===== config.mk =====
export PLATFORM = sky130hd
export DESIGN_NAME = apb_slave_mem
export DESIGN_NICKNAME = d
export VERILOG_FILES = /design/src/rtl/apb_slave_mem.sv
export SDC_FILE = /design/constraint.sdc
export NUM_CORES = 1
export LEC_CHECK = 0
export ABC_AREA = 1
export CORE_ASPECT_RATIO = 0.5
export CORE_UTILIZATION = 45
export DETAILED_ROUTE_END_ITERATION = 6
export MAX_ROUTING_LAYER = met4
export PLACE_DENSITY = 0.57
export SYNTH_ARGS = -nofsm -noshare
export SYNTH_HDL_FRONTEND = slang
export SYNTH_SLANG_ARGS = --single-unit

===== constraint.sdc =====
create_clock -name PCLK -period 5.8 [get_ports PCLK]
set_input_delay 0.58 -clock PCLK [delete_from_list [all_inputs] [get_ports PCLK]]
set_output_delay 0.58 -clock PCLK [all_outputs]
set_load 0.01 [all_outputs]

===== src/rtl/apb_slave_mem.sv =====
// APB completer holding a DEPTH x DATA_WIDTH register memory, with a fixed number
// of inserted wait states and PSLVERR on out-of-range addresses.
module apb_slave_mem #(
  parameter int ADDR_WIDTH  = 8,
  parameter int DATA_WIDTH  = 8,
  parameter int DEPTH       = 64,
  parameter int WAIT_STATES = 1
) (
  input  logic                  PCLK,
  input  logic                  PRESET,
  input  logic                  PSEL,
  input  logic                  PENABLE,
  input  logic                  PWRITE,
  input  logic [ADDR_WIDTH-1:0] PADDR,
  input  logic [DATA_WIDTH-1:0] PWDATA,
  output logic                  PREADY,
  output logic [DATA_WIDTH-1:0] PRDATA,
  output logic                  PSLVERR
);

  localparam int IDX_W = (DEPTH > 1) ? $clog2(DEPTH) : 1;
  localparam logic [3:0] WS_INIT = 4'(WAIT_STATES);
  localparam logic [ADDR_WIDTH:0] DEPTH_LIM = (ADDR_WIDTH+1)'(DEPTH);

  typedef enum logic [1:0] {
    ST_IDLE  = 2'd0,
    ST_WAIT  = 2'd1,
    ST_READY = 2'd2
  } state_t;

  // Full-width compare: addresses at or above DEPTH never alias into the array.
  function automatic logic addr_err(input logic [ADDR_WIDTH-1:0] a);
    return ({1'b0, a} >= DEPTH_LIM);
  endfunction

  state_t                  state, state_nxt;
  logic [3:0]              cnt, cnt_nxt;
  logic                    setup, mem_we, ready_nxt;
  logic [ADDR_WIDTH-1:0]   addr_p0, addr_sel;
  logic [DATA_WIDTH-1:0]   wdata_p0, rdata_nxt;
  logic                    write_p0, write_sel, err_sel;
  logic [DATA_WIDTH-1:0]   mem [DEPTH];

  always_ff @(posedge PCLK) begin
    if (PRESET) begin
      state <= ST_IDLE;
      cnt   <= 4'd0;
    end else begin
      state <= state_nxt;
      cnt   <= cnt_nxt;
    end
  end

  always_comb begin
    state_nxt = state;
    cnt_nxt   = cnt;
    setup     = 1'b0;
    mem_we    = 1'b0;
    ready_nxt = 1'b0;
    unique case (state)
      ST_IDLE: begin
        if (PSEL && !PENABLE) begin
          setup   = 1'b1;
          cnt_nxt = WS_INIT;
          if (WS_INIT == 4'd0) begin
            state_nxt = ST_READY;
            ready_nxt = 1'b1;
          end else begin
            state_nxt = ST_WAIT;
          end
        end
      end
      ST_WAIT: begin
        if (!PSEL) begin
          state_nxt = ST_IDLE;
          cnt_nxt   = 4'd0;
        end else begin
          cnt_nxt = cnt - 4'd1;
          if (cnt <= 4'd1) begin
            state_nxt = ST_READY;
            ready_nxt = 1'b1;
          end
        end
      end
      ST_READY: begin
        state_nxt = ST_IDLE;
        cnt_nxt   = 4'd0;
        mem_we    = PSEL && write_p0 && !addr_err(addr_p0);
      end
      default: begin
        state_nxt = ST_IDLE;
        cnt_nxt   = 4'd0;
      end
    endcase
  end

  // With zero wait states the response is built in the setup cycle itself,
  // so the live bus values are used instead of the not-yet-latched copies.
  always_comb begin
    addr_sel  = setup ? PADDR  : addr_p0;
    write_sel = setup ? PWRITE : write_p0;
    err_sel   = addr_err(addr_sel);
    rdata_nxt = '0;
    if (ready_nxt && !write_sel && !err_sel)
      rdata_nxt = mem[addr_sel[IDX_W-1:0]];
  end

  // Stage p0: transfer attributes captured at the setup phase.
  always_ff @(posedge PCLK) begin
    if (setup) begin
      addr_p0  <= PADDR;
      wdata_p0 <= PWDATA;
      write_p0 <= PWRITE;
    end
  end

  // Stage p1: registered response, valid only in the READY cycle.
  always_ff @(posedge PCLK) begin
    if (PRESET) begin
      PREADY  <= 1'b0;
      PSLVERR <= 1'b0;
      PRDATA  <= '0;
    end else begin
      PREADY  <= ready_nxt;
      PSLVERR <= ready_nxt && err_sel;
      PRDATA  <= rdata_nxt;
    end
  end

  // Memory is deliberately outside reset so contents survive PRESET.
  always_ff @(posedge PCLK) begin
    if (mem_we && !PRESET)
      mem[addr_p0[IDX_W-1:0]] <= wdata_p0;
  end

endmodule


* Word level (Yosys, flattened, before mapping)
Memories as Yosys holds them, arrays and structs flattened. A register that Yosys moved wholly into a read port is not among the register bits. Cells that the tools add are included.
Word-level totals: bits in writable memories 512, memories 1, bits in registers 25, output and inout port bits 10, input bits 21
Memories:
- mem | depth 64, bits a word 8, read ports 1, clocked after Yosys merged registers in 1, wr ports 1, line 42 | logic [DATA_WIDTH-1:0] mem [DEPTH];
Cells by class: eq/ne operators 4, reductions and logical operators 15, add/subtract/negate cells 1, muxes and demuxes 17, bitwise gates (word level) 1, order comparisons 3
Operators with widths (number):
- greater-or-equal comparator 8 x 7 -> 1 bit, second input constant | 2
- 2-to-1 mux 1 bit | 9
- 2-to-1 mux 4 bit | 2
- 2-to-1 mux 8 bit | 1
- case mux 4 bit (2 select lines) | 1
- logical AND 1 bit | 7
- 2-to-1 mux 2 bit | 3
- logical NOT 1 bit | 5
- <= comparator 4 x 1 -> 1 bit, second input constant | 1
- case mux 2 bit (2 select lines) | 1
- subtractor 4 x 1 -> 4 bit, second input constant | 1
- inequality test 3 bit, second input constant | 1
- == test 2 x 1 -> 1 bit, second input constant | 1
- == test 2 bit, second input constant | 1
- logical NOT 2 bit | 1
- inequality test 2 bit, second input constant | 1
- AND reduction 2 bit | 1
- OR reduction 2 bit | 1
- NOT 1 bit | 1

* Longest topological paths before layout
depth in word-level cells 10, depth in mapped cells 14, gate-level depth less buffers 13

* Worst setup path after synthesis
No wires, ideal clock.
path type input port to flip-flop, start input port PSEL, end memory mem[0][0], enable pin, cell stages on the path 6, setup slack 3707 ps, path buffers 0, data arrival time 1723 ps, path through inv_2 -> nor4_1 -> nand4_1 -> nor2_1 -> nand3_1 -> nor2_1
On the way: longest elaborated chain between the ends 6
RTL lines:
- start, declared | line 11 | input logic PSEL,
- logical AND 1 bit (2 in series) | line 88 | mem_we = PSEL && write_p0 && !addr_err(addr_p0);
- 2-to-1 mux 1 bit | line 60 | unique case (state)
- logical AND 1 bit | line 132 | if (mem_we && !PRESET)
- 2-to-1 mux 1 bit | line 132
- 2-to-1 mux 1 bit (not written as such) | line 133 | mem[addr_p0[IDX_W-1:0]] <= wdata_p0;
- end, declared | line 42
Every way passes these cells.

* Worst setup path in the final report
start input port PSEL, end register PRDATA[6], read port of mem
On the way: longest elaborated chain between the ends 9, elaborated cells on any way between the ends 14, those cells by class order compare: 1; mux: 6; bitwise: 1; reduce/logical: 6
RTL lines:
- logical AND 1 bit | line 62 | if (PSEL && !PENABLE) begin
- 2-to-1 mux 1 bit | line 62
- 2-to-1 mux 1 bit | line 60
- 2-to-1 mux 8 bit / 2-to-1 mux 1 bit (equally long branches)
- greater-or-equal comparator 8 x 7 -> 1 bit / logical NOT 1 bit (equally long branches) | line 33, 104
- logical NOT 1 bit / logical AND 1 bit (equally long branches) | line 104 | if (ready_nxt && !write_sel && !err_sel)
- logical AND 1 bit | line 104
- NOT 1 bit (no source line)
- OR reduction 2 bit (no source line)
- end, declared | line 17 | output logic [DATA_WIDTH-1:0] PRDATA,
Several ways; a longest one is shown, not always the timed one. A chain may end at the register's enable or synchronous reset.

==> run_results.csv <==
group,metric,value,unit
synthesis,yosys_warnings,0,
synthesis,ys_seq_area_frac,0.6760,
placed_design,dpl.hpwl,35.21,mm
synthesis,synth_cells,2322,
detailed_routing,drt_iter0_markers,1660,
synthesis,synth_common_cells,"nand3_1, edfxtp_1, inv_1",
synthesis,ys_ff_latch,545,
synthesis,syn-cell-area,23840,um2
clock_network,cts_root_buf,"clkbuf_16",
cells_and_area,nets,2341,
clock_network,insertion_delay,600,ps
worst_hold_path,min_path_type,"flop to flop",
placed_design,pre_cts_ws,1578,ps
detailed_routing,met1_length,29.66,mm
grt,grt_pass1_vias,14561,
detailed_routing,wl_met3,5.042,mm
detailed_routing,dr.pass1.iters,7,
flow_run,cap_violations,0,
clock_network,numCtsBuffers,50,
setup_path,worstPathArrival,4160,ps
status,violations,"DRC",
clock_network,path_clk_slew,60,ps
clock_network,h-tree-depth,2,
detailed_routing,final_antenna_net_count,0,
grt,grt_start_max_net_pins,134,
clock_network,tritoncts,"done",
timing,setup_tns,0,ps
detailed_routing,remaining_drc_errors,2,
floorplanning,fp.dieH,164.8,um
timing,worst_clock_skew,30.17,ps
timing,hold_viol,0,
setup_path,cp_max_fo,50,
grt,grt_util_all_layers,0.2411,
power,p_leak,10.91,nW
grt,grt_pass1_wl,93.21,mm
synthesis,synth_edf_count,520,
cells_and_area,area_growth,10.60,%
synthesis,synth_top_area_cell,"edfxtp_1",
clock_network,clock_sinks,545,
clock_network,cts.path.max_buffers,3,
setup_path,required,6270,ps
synthesis,synth_nets,2345,
synthesis,ys_top_cells_by_area,"edfxtp_1, nand3_1, inv_1, nand2_1, dfxtp_1",
power,total_power,0.008966,W
cells_and_area,stdcell_count,3059,
placed_design,postPlaceCellArea,24710,um2
setup_path,critPathCaptureType,"flop",
detailed_routing,dr_wl_met2,26.46,mm
cells_and_area,fin_area,26370,um2
synthesis,synth_cell_type_count,33,
cells_and_area,diodes,0,
timing,period_share,0.6362,
placed_design,gp_congestion,0.8582,
detailed_routing,via_per_inst,5.156,
detailed_routing,wl_per_cell,20.33,um
timing,rsz0062_at_grt,"no",
cells_and_area,fillers,4676,
floorplanning,ios,31,
clock_network,cts_hold_buf,0,
setup_path,cp-start-kind,"input port",
detailed_routing,routed.top_layer,"met4",
synthesis,async_flop_share,0,
status,status,"finished with violations",
timing,period_minus_slack,3690,ps
timing,drv_slew,0,
timing,tightest_slew,1197,ps
timing,final-setup-viol-count,0,
cells_and_area,drive_above_1_share,0.05089,
power,vdd_drop_max,0.2012,mV
timing,slew_headroom,0.2011,
detailed_routing,wl,62.20,mm
setup_path,path_class,"input port to flop",
timing,fmax,0.2710,GHz
power,p_per_area,340.1,nW/um2
clock_network,cts_setup_buffers,0,
placed_design,io_buffer_count,30,
timing,fin_ws,2110,ps
floorplanning,initial_core_util,0.4574,
synthesis,synth_top_area_share,0.6550,
synthesis,synth.most_common_cell,"nand3_1",
placed_design,place_inst,2967,
synthesis,synthFlopType,"edfxtp_1",
grt,antenna_found_initial,0,
synthesis,synth.avg_cell_area,10.27,um2
clock_network,ctsResizeCount,0,
detailed_routing,via_count,15773,
floorplanning,die_w,327.5,um
floorplanning,core,52120,um2
grt,grt_overflow_total,0,
floorplanning,design.die.area,53960,um2
floorplanning,row_count,59,
per-layer routing:
layer / track usage / vias to the layer above
met2: 0.3393 / 518
met1: 0.3572 / 7627
met3: 0.05285 / 78
li1: - / 7550
met5: - / -
met4: 0.04779 / 0
worst max-delay path: stages:
cell and delay [ps]:
clkdlybuf4s50_1 490, inv_2 70, nor2_8 160, nand2_8 160, inv_2 350, nand2_1 160
nand2_4 520, buf_4 500, nand3_1 120, nand3_1 130, nand3_1 120, nand3_1 270
nand3_1 250, a21oi_1 240
final timing paths:
path              startpoint   endpoint  slack, ps  cells after the start
setup reg to reg    state[0]  PRDATA[6]       2210                     12
hold reg to reg     write_p0   write_p0        490                      2
setup / recovery        PSEL  PRDATA[6]       2110                     14
hold / removal      write_p0   write_p0        490                      2
cell type report:
cell class | instances | area [um2] | area share
Sequential cell | 545 | 16120 | 0.6112
Clock inverter | 27 | 264.0 | 0.01001
Clock buffer | 65 | 1389 | 0.05268
Tap cell | 701 | 877.1 | 0.03327
Multi-Input combinational cell | 1156 | 5288 | 0.2006
Timing Repair Buffer | 53 | 510.5 | 0.01936
Inverter | 512 | 1922 | 0.07289
through the flow:
stage	utilization	hold WS (ps)
floorplan	-	445.1
CTS	0.5059	493.1
global route	0.5059	523.5
finish	0.5059	491.9
global placement	0.4742	479.0
detailed placement	0.4742	479.1
state kept, by name, indices dropped and copies added (netlist names):
signal	count
mem	512
PRDATA	8
addr_p0	8
wdata_p0	8
cnt	4
state	2
PREADY	1
PSLVERR	1
write_p0	1
placed cells by master, fill, tap and decap left out, drive strengths merged:
cell,netlist,final
dfxtp,25,25
a21oi,12,12
ha,2,2
nor3b,1,1
nor2,72,72
o21ai,9,9
clkbuf,25,65
buf,84,23
clkinvlp,0,3
a211oi,1,1
clkdlybuf4s50,0,30
clkinv,1,19
o211ai,8,8
edfxtp,520,520
bufinv,0,5
nand4,2,2
inv,511,512
nand3,556,556
nor3,4,4
nand2,486,486
and3,1,1
nor4,2,2
cells by family (layout without fill, tap and decap cells):
family          Yosys count  after routing  synth area share
compound gates           30             30          0.008031
fa+ha+maj                 2              2          0.001050
buf+inv                 621            657            0.1043
flops                   545            545            0.6760
simple gates           1124           1124            0.2106
report_power, final:
group	switching (W)	internal [W]	total [W]
clock	0.00147	0.00191	0.00338
sequential	0.0000147	0.00431	0.00432
combinational	0.000937	0.000323	0.00126
(Power assumes the default switching activity.)
